[src/rtl/fp_div.sv]
`default_nettype none
// ============================================================================
// Module   : fp_div
// Brief    : Sequential binary64 divider, 54-step restoring significand
//            division, truncating, subnormals flushed to zero.
// Revision : 1.0
// ============================================================================
module fp_div (
    input  logic        clk,
    input  logic        reset,
    input  logic        start,
    input  logic [63:0] a,
    input  logic [63:0] b,
    output logic [63:0] out,
    output logic        ready,
    output logic        busy
);

    localparam logic [1:0] c_IDLE = 2'd0;
    localparam logic [1:0] c_DIV  = 2'd1;
    localparam logic [1:0] c_NORM = 2'd2;
    localparam logic [1:0] c_DONE = 2'd3;

    logic [1:0]  r_state;
    logic [63:0] r_a;
    logic [63:0] r_b;
    logic [53:0] r_rem;
    logic [52:0] r_div;
    logic [53:0] r_quo;
    logic [5:0]  r_cnt;
    logic        r_sign;
    logic [12:0] r_exp;
    logic [51:0] r_mant;
    logic [63:0] r_out;
    logic        r_ready;
    logic        r_busy;

    logic [53:0] w_diff;
    logic        w_ge;
    logic        w_a_nan, w_a_inf, w_a_zero;
    logic        w_b_nan, w_b_inf, w_b_zero;
    logic [63:0] w_result;

    assign out   = r_out;
    assign ready = r_ready;
    assign busy  = r_busy;

    assign w_diff = r_rem - {1'b0, r_div};
    assign w_ge   = (r_rem >= {1'b0, r_div});

    assign w_a_zero = ~|r_a[62:52];
    assign w_b_zero = ~|r_b[62:52];
    assign w_a_nan  = (&r_a[62:52]) & (|r_a[51:0]);
    assign w_b_nan  = (&r_b[62:52]) & (|r_b[51:0]);
    assign w_a_inf  = (&r_a[62:52]) & ~(|r_a[51:0]);
    assign w_b_inf  = (&r_b[62:52]) & ~(|r_b[51:0]);

    // Special cases override the normal path; order sets their priority.
    always_comb begin
        w_result = {r_sign, r_exp[10:0], r_mant};
        if (w_a_nan || w_b_nan || (w_a_zero && w_b_zero) || (w_a_inf && w_b_inf))
            w_result = 64'h7FF8_0000_0000_0000;
        else if (w_a_inf || w_b_zero)
            w_result = {r_sign, 11'h7FF, 52'd0};
        else if (w_a_zero || w_b_inf)
            w_result = {r_sign, 63'd0};
        else if ($signed(r_exp) >= 13'sd2047)
            w_result = {r_sign, 11'h7FF, 52'd0};
        else if ($signed(r_exp) <= 13'sd0)
            w_result = {r_sign, 63'd0};
    end

    always_ff @(posedge clk) begin
        if (reset) begin
            r_state <= c_IDLE;
            r_a     <= 64'd0;
            r_b     <= 64'd0;
            r_rem   <= 54'd0;
            r_div   <= 53'd0;
            r_quo   <= 54'd0;
            r_cnt   <= 6'd0;
            r_sign  <= 1'b0;
            r_exp   <= 13'd0;
            r_mant  <= 52'd0;
            r_out   <= 64'd0;
            r_ready <= 1'b0;
            r_busy  <= 1'b0;
        end else begin
            r_ready <= 1'b0;
            case (r_state)
                c_IDLE: begin
                    // busy is only still high here during the ready cycle
                    if (r_busy) begin
                        r_busy <= 1'b0;
                    end else if (start) begin
                        r_a     <= a;
                        r_b     <= b;
                        r_rem   <= {2'b01, a[51:0]};
                        r_div   <= {1'b1, b[51:0]};
                        r_quo   <= 54'd0;
                        r_cnt   <= 6'd0;
                        r_busy  <= 1'b1;
                        r_state <= c_DIV;
                    end
                end
                c_DIV: begin
                    if (w_ge)
                        r_rem <= {w_diff[52:0], 1'b0};
                    else
                        r_rem <= {r_rem[52:0], 1'b0};
                    r_quo <= {r_quo[52:0], w_ge};
                    r_cnt <= r_cnt + 6'd1;
                    if (r_cnt == 6'd53)
                        r_state <= c_NORM;
                end
                c_NORM: begin
                    r_sign  <= r_a[63] ^ r_b[63];
                    r_exp   <= {2'b00, r_a[62:52]} - {2'b00, r_b[62:52]}
                               + (r_quo[53] ? 13'd1023 : 13'd1022);
                    r_mant  <= r_quo[53] ? r_quo[52:1] : r_quo[51:0];
                    r_state <= c_DONE;
                end
                default: begin
                    r_out   <= w_result;
                    r_ready <= 1'b1;
                    r_state <= c_IDLE;
                end
            endcase
        end
    end

endmodule
`default_nettype wire
[config.mk]
export PLATFORM = sky130hd
export DESIGN_NAME = fp_div
export DESIGN_NICKNAME = d
export VERILOG_FILES = /design/src/rtl/fp_div.sv
export SDC_FILE = /design/constraint.sdc
export NUM_CORES = 1
export LEC_CHECK = 0
export BUFFER_PORTS_ARGS = -buffer_cell sky130_fd_sc_hd__buf_2
export CAP_MARGIN = 30
export CORE_MARGIN = 2
export CORE_UTILIZATION = 64
export DETAILED_ROUTE_END_ITERATION = 10
export PLACE_DENSITY = 0.84
export SYNTH_ARGS = -nofsm -noshare
export SYNTH_HDL_FRONTEND = slang
export SYNTH_SLANG_ARGS = --single-unit
[constraint.sdc]
create_clock -name clk -period 5.4 [get_ports clk]
set_clock_uncertainty 0.1 [all_clocks]
set_input_delay 0.27 -clock clk [delete_from_list [all_inputs] [get_ports clk]]
set_output_delay 0.27 -clock clk [all_outputs]
set_load 0.05 [all_outputs]
==> run_results.csv <==
group,metric,value,unit
sta,slew_headroom,30.5,%
finish,fin_nets,2790,
sta,finalSetupTns,0,ns
route,dr.first_iter.drc_count,1811,
clock_tree,cts_resized,0,
place,place_congestion,0.966,
route,first_pass_iters,6,
sta,hold-worst-slack,0.0761,ns
critical_path,crit_path_start_kind,"flip-flop",
logic_synthesis,synthArstFlopShare,0,%
logic_synthesis,synth_top_family_by_area,"compound AO/OA/AOI/OAI gates",
critical_path,cpPeakStageDelay,0.88,ns
global_route,gr-total-overflow,0,
critical_path,cp_max_fo,37,
finish,fin_cells,3006,
pwr,powerDensity,666,nW/um^2
global_route,grt_pass1_vias,17500,
sta,fin_crit_sh,80.1,%
die,initial_core_util,64.6,%
die,die_h,176,microns
critical_path,cp_slowest_cell,"or3_2",
sta,rsz0062_at_grt,"no",
logic_synthesis,yosysUniqueCellTypes,81,
route,drc,0,
clock_tree,cts_max_level,2,
logic_synthesis,synth_compound_area_share,22.1,%
logic_synthesis,synth_area,19000,sq um
run,maxCapViolCount,0,
logic_synthesis,synth_xor_area_share,3.13,%
clock_tree,cts_tree,"yes",
critical_path,required,5.79,ns
logic_synthesis,syn_avg_cell_area,8.02,sq um
logic_synthesis,yosysWarnings,0,
die,dieArea,31100,sq um
clock_tree,clk_path_buf_depth,3,
pwr,p_leak,8.99,nW
route,finalWirelength,55.7,mm
die,ioPinCount,197,
global_route,grt_pass1_wl,89.1,mm
route,wl_met1,23.2,mm
route,via_per_inst,6.12,
die,die_w,176,microns
pwr,ir_drop,366,uV
route,wl_met3,4.31,mm
clock_tree,clk-insertion-delay-late,0.54,ns
sta,hold_viol,0,
clock_tree,postCtsSetupBuffers,0,
place,place_inst,2805,
logic_synthesis,synth_cells,2374,
sta,setup_viol_count_final,0,
route,top_layer_used,"met4",
global_route,track_usage,35.3,%
sta,final-max-slew-violation-count,0,
logic_synthesis,yosysSeqAreaShare,39.7,%
logic_synthesis,synth-edff-count,0,
place,port_buffers,196,
sta,fmax,0.231,GHz
route,ant_nets,0,
sta,worst_slew_pin_slew,1.04,ns
clock_tree,cts-buffers-inserted,38,
critical_path,cp.arrival,4.71,ns
critical_path,path_cells,"ha_1 -> inv_1 -> fa_1 -> a21o_1 -> a221oi_4 -> o31a_4 -> nand4_4 -> nand3_2 -> a21oi_1 -> or3_2 -> buf_4 -> mux2i_1 -> a2111oi_0 -> a31o_2",
clock_tree,cts-root-buf,"clkbuf_16",
place,place_hpwl,35.7,mm
hold_path,hold_path_class,"in -> reg",
status,status,"completed",
logic_synthesis,synth_seq_cells,377,
route,routed-wl-met2,25.8,mm
logic_synthesis,synth_mux_area_share,4.69,%
die,coreArea,29500,sq um
sta,min_period,4.32,ns
clock_tree,clock-sinks,377,
finish,drive_above_1_share,12.8,%
logic_synthesis,syn-num-nets,2579,
global_route,grt_max_degree,103,
route,vias,18400,
logic_synthesis,synthSimpleGateAreaFrac,19.9,%
route,wl_per_cell,18.5,microns
global_route,antenna_found_initial,1,
critical_path,crit_type,"reg -> reg",
die,rows,63,
finish,areaGrowthSynthToFinish,19.1,%
critical_path,end_kind,"flip-flop",
finish,final_core_utilization,76.9,%
logic_synthesis,synth_fa_ha_area_share,4.94,%
clock_tree,path_clk_slew,0.06,ns
logic_synthesis,ys.flop_type,"dfxtp_1",
-- through the flow --
step | setup WS [ns] | instance area, sq um | total power [W]
5_1_grt | 0.898 | 22700 | 0.0161
3_5_place_dp | 1.14 | 20000 | 0.0120
2_1_floorplan | 2.08 | 19000 | 0.0102
3_3_place_gp | 1.31 | 20000 | 0.0118
6_report | 1.08 | 22700 | 0.0151
4_1_cts | 1.12 | 22600 | 0.0149
-- cell usage in the layout, fill, tap and decap left out, types with 20 or more instances in the layout --
master,count
a21oi_1,263
inv_1,94
nand2_1,338
a2111oi_0,20
dlygate4sd3_1,128
a21o_1,29
a22oi_1,55
buf_2,196
nand4_1,33
dfxtp_1,376
nor3_1,35
xor2_1,25
mux2i_1,88
nor2_1,269
clkbuf_16,39
nor4_1,44
a211oi_1,78
nor2b_1,58
xnor2_1,43
ha_1,69
o21ai_0,72
-- report_power, final --
group / total, W / internal [W] / switching, W
Combinational: 0.00841 / 0.00327 / 0.00514
Clock: 0.00281 / 0.00168 / 0.00113
Sequential: 0.00387 / 0.00337 / 0.000498
-- routing by layer --
metal,global-route usage [%],up-vias
met5,0,-
met3,6.01,182
met2,58.6,798
li1,-,8762
met1,45.3,8666
met4,14.8,0
-- logic make-up after synthesis --
logic type / after synthesis
xor gates and xnor gates: 68
DFF: 377
AOI/OAI and AO/OA: 650
buffers and inverters: 268
adders and majority gates: 74
muxes: 89
and+or+nand+nor: 848
-- repair_timing --
item / CTS / global route
endpoints found under the setup margin: 0 / 0
endpoints found under the hold margin: 128 / 0
hold buffers: 128 / 0
-- cell usage after synthesis (10+ instances only) --
cell | instances | area share [%]
nor3_1 | 36 | 0.95
dfxtp_1 | 377 | 40
mux2i_1 | 88 | 4.6
and2_1 | 10 | 0.33
o211ai_1 | 10 | 0.39
xnor2_1 | 43 | 2.0
nor4_1 | 44 | 1.4
buf_1 | 10 | 0.20
a211oi_1 | 78 | 3.1
a21oi_1 | 264 | 6.9
nor2b_1 | 58 | 1.9
clkbuf_1 | 145 | 2.9
nand3_1 | 18 | 0.47
ha_1 | 72 | 4.7
o21bai_1 | 11 | 0.43
inv_1 | 94 | 1.9
nand4_1 | 33 | 1.1
o21ai_1 | 12 | 0.32
a31o_2 | 19 | 0.87
xor2_1 | 25 | 1.2
buf_2 | 10 | 0.26
o21ai_0 | 72 | 1.9
a22oi_1 | 55 | 2.2
nand2_1 | 338 | 6.7
a2111oi_0 | 20 | 0.92
a221oi_1 | 11 | 0.51
nor2_1 | 269 | 5.3
a21o_1 | 29 | 1.1
-- final cells by class --
class                           count  area (sq um)
Antenna cell                        1          2.50
Clock inverter                     12           184
Sequential cell                   377          7550
Inverter                           95           357
Tap cell                          390           488
Clock buffer                       58          1160
Fill cell                        2135          6820
Timing Repair Buffer              344          2460
Multi-Input combinational cell   1729         10500
-- sequential cells by signal, summed over array words and instances, names as in the netlist --
name     cells
r_state      2
r_a         64
r_cnt        6
r_mant      52
r_b         64
r_quo       54
out         64
r_div        1
r_rem       54
r_exp       13
ready        1
busy         1
r_sign       1
-- critical path, delay by kind of cell, from the launching register on --
kind                       cells  cell delay [ns]
AOI/OAI and AO/OA              6             1.50
adders and majority gates      2             0.58
buffers and inverters          2             0.45
DFF                            1             0.36
muxes                          1             0.15
and+or+nand+nor                3             1.10
-- final timing paths --
path                            startpoint  endpoint  slack [ns]  cells after the start
worst max-delay path                r_b[0]  r_rem[2]        1.08                     14
worst min-delay path                 reset   out[32]        0.08                      2
worst max register to register      r_b[0]  r_rem[2]        1.08                     14
worst min register to register      r_a[0]    r_a[0]        0.35                      2
Power figures use the tool's default switching activity.
